<file path="config.mk">
export PLATFORM = sky130hd
export DESIGN_NAME = dmem_lsu_flat
export DESIGN_NICKNAME = d
export VERILOG_FILES = /design/src/rtl/lsu_pkg.sv /design/src/rtl/dmem_lsu_if.sv /design/src/rtl/lsu_align.sv /design/src/rtl/dmem_lsu.sv /design/src/flat_wrapper.sv
export SDC_FILE = /design/constraint.sdc
export NUM_CORES = 1
export LEC_CHECK = 0
export ABC_AREA = 1
export CELL_PAD_IN_SITES_DETAIL_PLACEMENT = 0
export CELL_PAD_IN_SITES_GLOBAL_PLACEMENT = 1
export CORE_MARGIN = 3
export CORE_UTILIZATION = 30
export DETAILED_ROUTE_END_ITERATION = 12
export GPL_TIMING_DRIVEN = 0
export PLACE_DENSITY = 0.69
export REMOVE_ABC_BUFFERS = 1
export SYNTH_ARGS = -nofsm -noshare
export SYNTH_HDL_FRONTEND = slang
export SYNTH_SLANG_ARGS = --single-unit
</file>
<file path="constraint.sdc">
create_clock -name clk -period 2.4 [get_ports clk]
set_input_delay 0.6 -clock clk [delete_from_list [all_inputs] [get_ports clk]]
set_output_delay 0.6 -clock clk [all_outputs]
set_load 0.005 [all_outputs]
</file>
<file path="src/rtl/lsu_pkg.sv">
// Shared definitions for the data-memory load/store unit: funct3 codes,
// FSM states and the request legality check.
package lsu_pkg;

    localparam logic [2:0] F3_B  = 3'd0;
    localparam logic [2:0] F3_H  = 3'd1;
    localparam logic [2:0] F3_W  = 3'd2;
    localparam logic [2:0] F3_BU = 3'd4;
    localparam logic [2:0] F3_HU = 3'd5;

    localparam logic [31:0] DMEM_BASE_DEFAULT = 32'h9600_0000;

    typedef enum logic [2:0] {
        IDLE,
        LOAD,
        STORE,
        RMW_RD,
        RMW_WR,
        RESP
    } lsu_state_t;

    // Illegal funct3 for the direction, or an access not aligned to its size.
    function automatic logic access_fault(input logic       we,
                                          input logic [2:0] funct3,
                                          input logic [1:0] lane);
        logic bad_f3;
        logic misaligned;
        if (we) bad_f3 = (funct3 > F3_W);
        else    bad_f3 = (funct3 == 3'd3) || (funct3[2:1] == 2'b11);
        misaligned = ((funct3[1:0] == 2'b01) && lane[0]) ||
                     ((funct3[1:0] == 2'b10) && (lane != 2'b00));
        return bad_f3 || misaligned;
    endfunction

endpackage

</file>
<file path="src/rtl/dmem_lsu_if.sv">
// Bundle of the LSU's request, response and data-memory signals.
// slave = the LSU itself; master = the execute stage plus the memory it drives.
interface dmem_lsu_if;
    logic        req_valid;
    logic        req_ready;
    logic        req_we;
    logic [2:0]  req_funct3;
    logic [31:0] req_addr;
    logic [31:0] req_wdata;
    logic        resp_valid;
    logic        resp_ready;
    logic [31:0] resp_rdata;
    logic        resp_fault;
    logic [31:0] mem_a;
    logic [31:0] mem_wd;
    logic        mem_we;
    logic [31:0] mem_rd;

    modport slave (
        input  req_valid, req_we, req_funct3, req_addr, req_wdata, resp_ready, mem_rd,
        output req_ready, resp_valid, resp_rdata, resp_fault, mem_a, mem_wd, mem_we
    );

    modport master (
        output req_valid, req_we, req_funct3, req_addr, req_wdata, resp_ready, mem_rd,
        input  req_ready, resp_valid, resp_rdata, resp_fault, mem_a, mem_wd, mem_we
    );
endinterface

</file>
<file path="src/rtl/lsu_align.sv">
// Byte-lane steering: extract/extend load data from a memory word and merge
// sub-word store data into a previously read word.
module lsu_align
    import lsu_pkg::*;
(
    input  logic [2:0]  i_funct3,
    input  logic [1:0]  i_lane,
    input  logic [31:0] i_rd_word,
    input  logic [31:0] i_wdata,
    input  logic [31:0] i_merge_word,
    output logic [31:0] o_load_data,
    output logic [31:0] o_store_data
);

    logic [7:0]  w_byte;
    logic [15:0] w_half;

    always_comb begin
        w_byte = i_rd_word[{i_lane, 3'b000} +: 8];
        w_half = i_lane[1] ? i_rd_word[31:16] : i_rd_word[15:0];

        o_load_data = i_rd_word;
        case (i_funct3)
            F3_B:    o_load_data = {{24{w_byte[7]}}, w_byte};
            F3_H:    o_load_data = {{16{w_half[15]}}, w_half};
            F3_BU:   o_load_data = {24'd0, w_byte};
            F3_HU:   o_load_data = {16'd0, w_half};
            default: o_load_data = i_rd_word;
        endcase

        o_store_data = i_merge_word;
        case (i_funct3)
            F3_B: o_store_data[{i_lane, 3'b000} +: 8] = i_wdata[7:0];
            F3_H: begin
                if (i_lane[1]) o_store_data[31:16] = i_wdata[15:0];
                else           o_store_data[15:0]  = i_wdata[15:0];
            end
            default: o_store_data = i_wdata;
        endcase
    end

endmodule

</file>
<file path="src/rtl/dmem_lsu.sv">
// Load/store unit driving a word-only data memory; one transaction in flight,
// sub-word stores done as read-modify-write.
module dmem_lsu
    import lsu_pkg::*;
#(
    parameter logic [31:0] DMEM_BASE  = DMEM_BASE_DEFAULT,
    parameter int          DMEM_BYTES = 1024
) (
    input  logic       clk,
    input  logic       reset,
    dmem_lsu_if.slave  bus
);

    localparam int WIN_BITS = $clog2(DMEM_BYTES);

    lsu_state_t  r_state;
    lsu_state_t  w_next;
    logic [31:0] r_addr;
    logic [31:0] r_wdata;
    logic [2:0]  r_funct3;
    logic [31:0] r_merge;
    logic [31:0] r_rdata;
    logic        r_fault;
    logic [31:0] r_mem_a;

    logic        w_hit;
    logic        w_fault;
    logic [31:0] w_aligned;
    logic [31:0] w_load_data;
    logic [31:0] w_store_data;

    assign w_hit     = (bus.req_addr >> WIN_BITS) == (DMEM_BASE >> WIN_BITS);
    assign w_fault   = !w_hit || access_fault(bus.req_we, bus.req_funct3, bus.req_addr[1:0]);
    assign w_aligned = {r_addr[31:2], 2'b00};

    assign bus.resp_rdata = r_rdata;
    assign bus.resp_fault = r_fault;

    lsu_align u_align (
        .i_funct3     (r_funct3),
        .i_lane       (r_addr[1:0]),
        .i_rd_word    (bus.mem_rd),
        .i_wdata      (r_wdata),
        .i_merge_word (r_merge),
        .o_load_data  (w_load_data),
        .o_store_data (w_store_data)
    );

    // NOTE: every output gets a default before the case so no path can infer a latch.
    always_comb begin
        w_next         = r_state;
        bus.req_ready  = 1'b0;
        bus.resp_valid = 1'b0;
        bus.mem_a      = r_mem_a;
        bus.mem_wd     = '0;
        bus.mem_we     = 1'b0;
        case (r_state)
            IDLE: begin
                bus.req_ready = 1'b1;
                if (bus.req_valid) begin
                    if (w_fault)                  w_next = RESP;
                    else if (!bus.req_we)         w_next = LOAD;
                    else if (bus.req_funct3 == F3_W) w_next = STORE;
                    else                          w_next = RMW_RD;
                end
            end
            LOAD: begin
                bus.mem_a = w_aligned;
                w_next    = RESP;
            end
            STORE: begin
                bus.mem_a = w_aligned;
                if (!reset) begin
                    bus.mem_we = 1'b1;
                    bus.mem_wd = r_wdata;
                end
                w_next = RESP;
            end
            RMW_RD: begin
                bus.mem_a = w_aligned;
                w_next    = RMW_WR;
            end
            RMW_WR: begin
                bus.mem_a = w_aligned;
                if (!reset) begin
                    bus.mem_we = 1'b1;
                    bus.mem_wd = w_store_data;
                end
                w_next = RESP;
            end
            RESP: begin
                bus.resp_valid = 1'b1;
                if (bus.resp_ready) w_next = IDLE;
            end
            default: w_next = IDLE;
        endcase
    end

    // NOTE: state registers use non-blocking assignments so every flop samples pre-edge values.
    always_ff @(posedge clk) begin
        if (reset) begin
            r_state  <= IDLE;
            r_addr   <= '0;
            r_wdata  <= '0;
            r_funct3 <= '0;
            r_merge  <= '0;
            r_rdata  <= '0;
            r_fault  <= 1'b0;
            r_mem_a  <= '0;
        end else begin
            r_state <= w_next;
            if (r_state inside {LOAD, STORE, RMW_RD, RMW_WR}) r_mem_a <= w_aligned;
            case (r_state)
                IDLE: begin
                    if (bus.req_valid) begin
                        r_addr   <= bus.req_addr;
                        r_wdata  <= bus.req_wdata;
                        r_funct3 <= bus.req_funct3;
                        r_rdata  <= '0;
                        r_fault  <= w_fault;
                    end
                end
                LOAD:    r_rdata <= w_load_data;
                RMW_RD:  r_merge <= bus.mem_rd;
                default: ;
            endcase
        end
    end

endmodule

</file>
<file path="src/flat_wrapper.sv">
// flat-port wrapper written by rule: the top's interface ports become plain ports
module dmem_lsu_flat import lsu_pkg::*;
#(
    parameter logic [31:0] DMEM_BASE  = DMEM_BASE_DEFAULT,
    parameter int          DMEM_BYTES = 1024
)
  (clk, reset, bus_req_valid, bus_req_we, bus_req_funct3, bus_req_addr, bus_req_wdata, bus_resp_ready, bus_mem_rd, bus_req_ready, bus_resp_valid, bus_resp_rdata, bus_resp_fault, bus_mem_a, bus_mem_wd, bus_mem_we);
  dmem_lsu_if bus_i ();
  input  logic clk;
  input  logic reset;
  input wire logic [$bits(bus_i.req_valid)-1:0] bus_req_valid;
  input wire logic [$bits(bus_i.req_we)-1:0] bus_req_we;
  input wire logic [$bits(bus_i.req_funct3)-1:0] bus_req_funct3;
  input wire logic [$bits(bus_i.req_addr)-1:0] bus_req_addr;
  input wire logic [$bits(bus_i.req_wdata)-1:0] bus_req_wdata;
  input wire logic [$bits(bus_i.resp_ready)-1:0] bus_resp_ready;
  input wire logic [$bits(bus_i.mem_rd)-1:0] bus_mem_rd;
  output wire logic [$bits(bus_i.req_ready)-1:0] bus_req_ready;
  output wire logic [$bits(bus_i.resp_valid)-1:0] bus_resp_valid;
  output wire logic [$bits(bus_i.resp_rdata)-1:0] bus_resp_rdata;
  output wire logic [$bits(bus_i.resp_fault)-1:0] bus_resp_fault;
  output wire logic [$bits(bus_i.mem_a)-1:0] bus_mem_a;
  output wire logic [$bits(bus_i.mem_wd)-1:0] bus_mem_wd;
  output wire logic [$bits(bus_i.mem_we)-1:0] bus_mem_we;
  assign bus_i.req_valid = bus_req_valid;
  assign bus_i.req_we = bus_req_we;
  assign bus_i.req_funct3 = bus_req_funct3;
  assign bus_i.req_addr = bus_req_addr;
  assign bus_i.req_wdata = bus_req_wdata;
  assign bus_i.resp_ready = bus_resp_ready;
  assign bus_i.mem_rd = bus_mem_rd;
  assign bus_req_ready = bus_i.req_ready;
  assign bus_resp_valid = bus_i.resp_valid;
  assign bus_resp_rdata = bus_i.resp_rdata;
  assign bus_resp_fault = bus_i.resp_fault;
  assign bus_mem_a = bus_i.mem_a;
  assign bus_mem_wd = bus_i.mem_wd;
  assign bus_mem_we = bus_i.mem_we;
  dmem_lsu #(.DMEM_BASE(DMEM_BASE), .DMEM_BYTES(DMEM_BYTES)) u_core (.clk(clk), .reset(reset), .bus(bus_i));
endmodule
</file>
* Word level (Yosys, flattened, before mapping) *
Cells that the tools add are included.

storage, ports and cells
  flip-flop bits (word level) = 165
  output and inout port bits = 100
  logic and storage cells = 70

operators by class
  add/sub/neg operators = 1
  magnitude comparators = 1
  equality and inequality tests = 16
  shifts and indexed selects = 3
  mux-type cells = 23
  reductions and logical operators = 18

operator list
  cell                      count
  $pmux W32 S2              3
  $mux W32                  4
  $pmux W32 S4              1
  $mux W16                  3
  $bwmux W32                1
  $shift A8 B7 Y32 const A  1
  $shiftx A32 B6 Y8         1
  $shiftx A8 B7 Y32         1
  $eq A22 B22 Y1 const B    1
  $eq A3 B2 Y1 const B      4
  $eq A3 B3 Y1 const B      4
  $mux W3                   4
  $pmux W3 S4               1
  $neg A5 Y7                1
  $eq A3 B1 Y1 const B      2
  $logic_not A3 Y1          2
  $mux W1                   6
  $reduce_and A2 Y1         3
  $eq A2 B2 Y1 const B      2
  $logic_or A1 B1 Y1        4
  $ne A2 B2 Y1 const B      2
  $reduce_bool A2 Y1        2
  $reduce_bool A4 Y1        1
  $reduce_or A4 Y1          1
  6 further kinds           7

* Depth between registers and ports, before layout *
  depth in word-level cells = 8
  mapped depth = 11

* Hierarchy *
A second synthesis with hierarchy kept.

second synthesis, totals
  cell total of the unflattened synthesis = 1422
  area, all modules = 9334.0 µm²

modules (own cells, without submodules)
  module     times used  cells each  area an instance (µm²)  sequential area each (µm²)
  dmem_lsu   1           890         6821.5                  3303.2
  lsu_align  1           532         2512.4                  0.0

* Least setup slack after synthesis *
Ideal clock, no wire load.

  path type = flip-flop to output port
  start = reg u_core.r_addr[1]
  end = out bus_mem_wd[13]
  data arrival time = 1680 ps
  data required time = 1800 ps
  slack = 120 ps
  stages on the path, launching flop included = 11
  buffers on the path = 2
  cell sequence = dfxtp_1 buf_4 inv_2 ha_1 clkbuf_1 nand2_1 o22ai_1 nand2_1 o211ai_1 nand2_1 o21ai_0

between the ends
  word-level cells in the longest chain between the ends = 6
  elaborated cells on any way between the ends = 8

ends and longest elaborated chain
  item                                                          RTL line            text
  start, declared                                               dmem_lsu.sv:18      logic [31:0] r_addr;
  start signal, assigned                                        dmem_lsu.sv:116     r_addr <= bus.req_addr;
  $neg A5 Y7                                                    lsu_align.sv:33     F3_B: o_store_data[{i_lane, 3'b000} +: 8] = i_wdata[7:0];
  $shiftx A8 B7 Y32 / $shift A8 B7 Y32 (equally long branches)  lsu_align.sv:33
  $bwmux W32                                                    lsu_align.sv:33
  $pmux W32 S2 (*)                                              lsu_align.sv:32     case (i_funct3)
  $mux W32 (*)                                                  dmem_lsu.sv:85      if (!reset) begin
  $pmux W32 S2 (*)                                              dmem_lsu.sv:57      case (r_state)
  end, declared                                                 flat_wrapper.sv:23  output wire logic [$bits(bus_i.mem_wd)-1:0] bus_mem_wd;

Every way passes the cells marked *; elsewhere a longest branch is shown, timed or not.

* Worst setup path after layout *
  start = reg u_core.r_addr[0]
  end = out bus_mem_wd[3]

between the ends
  word-level cells in the longest chain between the ends = 6
  elaborated cells on any way between the ends = 7

ends and longest elaborated chain
  item                                                          RTL line
  $neg A5 Y7 (*)                                                lsu_align.sv:33
  $shiftx A8 B7 Y32 / $shift A8 B7 Y32 (equally long branches)  lsu_align.sv:33
  $bwmux W32 (*)                                                lsu_align.sv:33
  $pmux W32 S2 (*)                                              lsu_align.sv:32
  $mux W32 (*)                                                  dmem_lsu.sv:85
  $pmux W32 S2 (*)                                              dmem_lsu.sv:57

Marked as above.

==> flow_results.xml <==
<?xml version="1.0" encoding="UTF-8"?>
<metrics>
  <group name="outcome">
    <metric name="result_of_the_run" unit="">finished with violations</metric>
    <metric name="violations_in_the_final_reports" unit="">negative setup slack</metric>
  </group>
  <group name="die">
    <metric name="pin_count" unit="">204</metric>
    <metric name="initial_core_util" unit="%">30.54</metric>
    <metric name="core_region_area" unit="mm^2">0.02703</metric>
    <metric name="fp.dieH" unit="um">171.9</metric>
    <metric name="floorplan.die.width" unit="um">171.9</metric>
    <metric name="std_cell_rows" unit="">60</metric>
    <metric name="floorplan.die_area" unit="mm^2">0.02954</metric>
  </group>
  <group name="finish">
    <metric name="mostFrequentLayoutCells" unit="">194 x sky130_fd_sc_hd__nand2_1, 158 x sky130_fd_sc_hd__dfxtp_1, 151 x sky130_fd_sc_hd__a21oi_1</metric>
    <metric name="design.final.nets" unit="">1506</metric>
    <metric name="drive_above_1_share" unit="%">25.39</metric>
    <metric name="fill_cells" unit="">2748</metric>
    <metric name="layout.cells.most_common" unit="">sky130_fd_sc_hd__nand2_1</metric>
    <metric name="syn2layout_area_growth" unit="%">48.44</metric>
    <metric name="finish.instance_area" unit="mm^2">0.01225</metric>
  </group>
  <group name="detailed_routing">
    <metric name="viasPerCell" unit="">4.970</metric>
    <metric name="routed_wire_length_per_instance" unit="um">18.49</metric>
    <metric name="final_antenna_net_count" unit="">0</metric>
    <metric name="wl" unit="um">32400</metric>
    <metric name="drt_drc_violations_left" unit="">0</metric>
    <metric name="drtPass1Iterations" unit="">7</metric>
    <metric name="dr.first_iter.drc_count" unit="">604</metric>
    <metric name="num_vias" unit="">8707</metric>
  </group>
  <group name="sta">
    <metric name="rsz0062_at_grt" unit="">yes</metric>
    <metric name="finalMaxSlewViolations" unit="">0</metric>
    <metric name="worst_clock_skew" unit="ns">0.01176</metric>
    <metric name="maxSlewHeadroom" unit="%">28.07</metric>
    <metric name="worst_pin_slew" unit="ns">1.078</metric>
    <metric name="totalNegativeSetupSlack" unit="ns">-9.100</metric>
    <metric name="hold_viol" unit="">0</metric>
    <metric name="fin_ws" unit="ns">-0.3758</metric>
    <metric name="maxClockFrequency" unit="MHz">360.3</metric>
    <metric name="finalSetupViolations" unit="">45</metric>
    <metric name="post_route_minimum_period" unit="ns">2.776</metric>
    <metric name="post-route-period-util" unit="%">115.7</metric>
  </group>
  <group name="pwr">
    <metric name="power.sequential.fraction" unit="%">34.9</metric>
    <metric name="power" unit="mW">9.221</metric>
    <metric name="pwr-share-clk" unit="%">29.8</metric>
    <metric name="power_frac_comb" unit="%">35.3</metric>
    <metric name="sw_frac_of_total" unit="%">36.86</metric>
    <metric name="power.ir.vdd_worst" unit="mV">0.4214</metric>
    <metric name="power_density_normalized_to_cell_area" unit="mW/mm^2">752.7</metric>
    <metric name="power.net_switching" unit="mW">3.398</metric>
    <metric name="p_leak" unit="nW">4.938</metric>
    <metric name="cell_internal_power_dissipation" unit="mW">5.822</metric>
  </group>
  <group name="clocking">
    <metric name="clock-sinks" unit="">165</metric>
    <metric name="ctsRootBufferMaster" unit="">sky130_fd_sc_hd__clkbuf_16</metric>
    <metric name="clock_tree.buffer_depth" unit="">2</metric>
    <metric name="cts_buffers" unit="">17</metric>
    <metric name="tritoncts" unit="">yes</metric>
    <metric name="holdBufCountCts" unit="">0</metric>
    <metric name="clk_latency" unit="ns">0.43</metric>
    <metric name="clk_pin_slew" unit="ns">0.07</metric>
    <metric name="clock_tree.htree_level_count" unit="">4</metric>
  </group>
  <group name="logic_synthesis">
    <metric name="postSynthCellCount" unit="">1159</metric>
    <metric name="netlist_area" unit="mm^2">0.008253</metric>
    <metric name="ys_async_sr_fraction" unit="%">0</metric>
    <metric name="syn-mean-instance-area" unit="um^2">7.121</metric>
    <metric name="netlist.area_leader.share" unit="%">40.02</metric>
    <metric name="synth_cell_type_count" unit="">40</metric>
    <metric name="ys.warnings.count" unit="">0</metric>
    <metric name="postSynth.topFlopCell" unit="">sky130_fd_sc_hd__dfxtp_1</metric>
    <metric name="ys_seq_area_share" unit="%">40.02</metric>
    <metric name="synth_edf_count" unit="">0</metric>
    <metric name="netlist_top_cells_area" unit="">sky130_fd_sc_hd__dfxtp_1 40%, sky130_fd_sc_hd__nand2_1 10%, sky130_fd_sc_hd__a21oi_1 9.2%</metric>
    <metric name="synth_top_area_cell" unit="">sky130_fd_sc_hd__dfxtp_1</metric>
    <metric name="synth-seq-cells" unit="">165</metric>
  </group>
  <group name="global_route">
    <metric name="initial_antenna_violation_count" unit="">4</metric>
    <metric name="via_count_of_the_first_global_routing_pass" unit="">8482</metric>
    <metric name="grt_max_degree" unit="">119</metric>
    <metric name="gr-usage-all-layers" unit="%">21.64</metric>
    <metric name="grt_remaining_overflow" unit="">0</metric>
    <metric name="grt_first_pass_wirelength" unit="um">48910</metric>
  </group>
  <group name="worst_setup_path">
    <metric name="path_class" unit="">flip-flop to primary output</metric>
    <metric name="critPathMostFrequentCell" unit="">sky130_fd_sc_hd__nand2_2</metric>
    <metric name="kind_of_cell_adding_the_most_delay_to_the_critical_path" unit="">simple AND/OR/NAND/NOR gates</metric>
    <metric name="crit_path_top_delay_cell" unit="">sky130_fd_sc_hd__ha_4</metric>
    <metric name="worst_path_required_time" unit="ns">1.80</metric>
    <metric name="critical_path.max_stage_delay" unit="ns">0.39</metric>
    <metric name="timing.critical_path.fanout_max" unit="">5</metric>
    <metric name="worstSetupStartpointType" unit="">flip-flop</metric>
    <metric name="crit_path_cell_trace" unit="">clkinvlp_4 &gt; ha_4 &gt; nor2_2 &gt; nand3_2 &gt; nand3_2 &gt; nand2_2 &gt; nand2_4 &gt; buf_4 &gt; nand2_2 &gt; nand2_2 &gt; buf_2</metric>
    <metric name="worstPathArrival" unit="ns">2.18</metric>
    <metric name="critical_path.endpoint_type" unit="">primary output</metric>
    <metric name="critical_path_buf_inv_count" unit="">3</metric>
  </group>
  <group name="place">
    <metric name="place.gp.congestion" unit="">0.8047</metric>
    <metric name="post_dp_cell_area" unit="mm^2">0.01030</metric>
    <metric name="hpwl" unit="um">19420</metric>
    <metric name="preCtsSetupSlack" unit="ns">-1.891</metric>
    <metric name="place.port_buffers" unit="">201</metric>
  </group>
  <group name="worst_hold_path">
    <metric name="worst_hold_path_type" unit="">flip-flop to flip-flop</metric>
  </group>
  <group name="job">
    <metric name="timing.max_cap.violations" unit="">0</metric>
  </group>
</metrics>
power groups by stage:
| stage | registers, mW | clock network (mW) | logic [mW] |
|---|---|---|---|
| 3_3_place_gp | 3.28 | 0 | 2.25 |
| 5_1_grt | 3.25 | 2.92 | 3.54 |
| 4_1_cts | 3.21 | 2.82 | 3.13 |
| 6_report | 3.22 | 2.74 | 3.26 |
| 3_5_place_dp | 3.29 | 0 | 2.26 |
| 2_1_floorplan | 3.24 | 0 | 1.26 |
path summary, 6_finish.rpt:
kind                            from            endpoint  slack [ns]  cells past startpoint
hold reg to reg   u_core.r_wdata[19]  u_core.r_wdata[19]        0.45                      2
setup / recovery    u_core.r_addr[0]       bus_mem_wd[3]       -0.38                     11
hold / removal    u_core.r_wdata[19]  u_core.r_wdata[19]        0.45                      2
setup reg to reg   u_core.r_state[1]   u_core.r_wdata[5]        0.25                      8
metrics by stage:
stage / util [%] / cells / hold WS, ns
detailed placement: 38.13 / 1627 / 0.4454
CTS: 44.38 / 1743 / 0.4548
global placement: 38.01 / 1626 / 0.4395
floorplan: - / 1084 / 0.4266
global route: 45.32 / 1751 / 0.4882
finish: 45.33 / 1752 / 0.4492
synth_stat cells (2+ instances only):
master,instances
sky130_fd_sc_hd__buf_4,5
sky130_fd_sc_hd__inv_2,10
sky130_fd_sc_hd__dfxtp_1,165
sky130_fd_sc_hd__buf_2,26
sky130_fd_sc_hd__nor2_1,83
sky130_fd_sc_hd__nand2_1,224
sky130_fd_sc_hd__nand4_1,13
sky130_fd_sc_hd__a21oi_1,151
sky130_fd_sc_hd__ha_1,5
sky130_fd_sc_hd__inv_1,102
sky130_fd_sc_hd__o221ai_1,6
sky130_fd_sc_hd__o21ai_2,31
sky130_fd_sc_hd__nand3_2,2
sky130_fd_sc_hd__nand2_2,24
sky130_fd_sc_hd__buf_12,2
sky130_fd_sc_hd__o21ai_0,136
sky130_fd_sc_hd__nor2_4,7
sky130_fd_sc_hd__nand2_4,3
sky130_fd_sc_hd__buf_6,7
sky130_fd_sc_hd__o22ai_1,8
sky130_fd_sc_hd__a22oi_1,3
sky130_fd_sc_hd__clkbuf_1,34
sky130_fd_sc_hd__nand3_1,35
sky130_fd_sc_hd__o211ai_1,29
sky130_fd_sc_hd__o31ai_1,2
sky130_fd_sc_hd__nor3_1,3
sky130_fd_sc_hd__and2_1,30
flip-flops by register name, summed over array words and instances (netlist names):
| name | flops |
|---|---|
| u_core.bus.resp_rdata | 32 |
| u_core.r_addr | 32 |
| u_core.r_merge | 32 |
| u_core.r_wdata | 32 |
| u_core.r_mem_a | 30 |
| u_core.r_funct3 | 3 |
| u_core.r_state | 3 |
| u_core.bus.resp_fault | 1 |
logic make-up (layout without fill, tap and decap cells):
logic type,count (synthesis),after routing,share of synthesized area (%)
fa+ha+maj,5,5,0.7580
buf+inv,191,437,10.45
other cells,1,3,0.04544
flops,165,165,40.02
compound gates,370,370,25.53
simple gates,427,431,23.20
per-layer routing:
layer	track usage (%)	share of wire, %
met1	27.04	43
met5	0	0.12
met4	5.588	2.2
met3	6.173	6.9
met2	36.86	48
worst min-delay path: cells and delay by family, from the launching register on:
family | cells | cell delay (ns)
flip-flops | 1 | 0.30
buffers and inverters | 1 | 0.05
AO/OA/AOI/OAI | 1 | 0.05
cell type report:
| type | count | area, um^2 | share of cell area [%] |
|---|---|---|---|
| antenna | 1 | 2.502 | 0.02043 |
| multi-input combinational | 808 | 4672 | 38.14 |
| sequential | 165 | 3329 | 27.18 |
| timing repair buffer | 283 | 2618 | 21.37 |
| tap | 341 | 426.7 | 3.483 |
| inverter | 115 | 526.8 | 4.300 |
| clock buffer | 17 | 425.4 | 3.473 |
| timing repair inverter | 7 | 93.84 | 0.7660 |
| clock inverter | 15 | 156.4 | 1.277 |
what timing repair did:
item                                    CTS  global route
pin swaps                                70            51
buffers inserted                         72             9
endpoints found under the setup margin  143            64
cloned                                   13             0
gates resized for setup                 422            53
(Power assumes the default switching activity.)
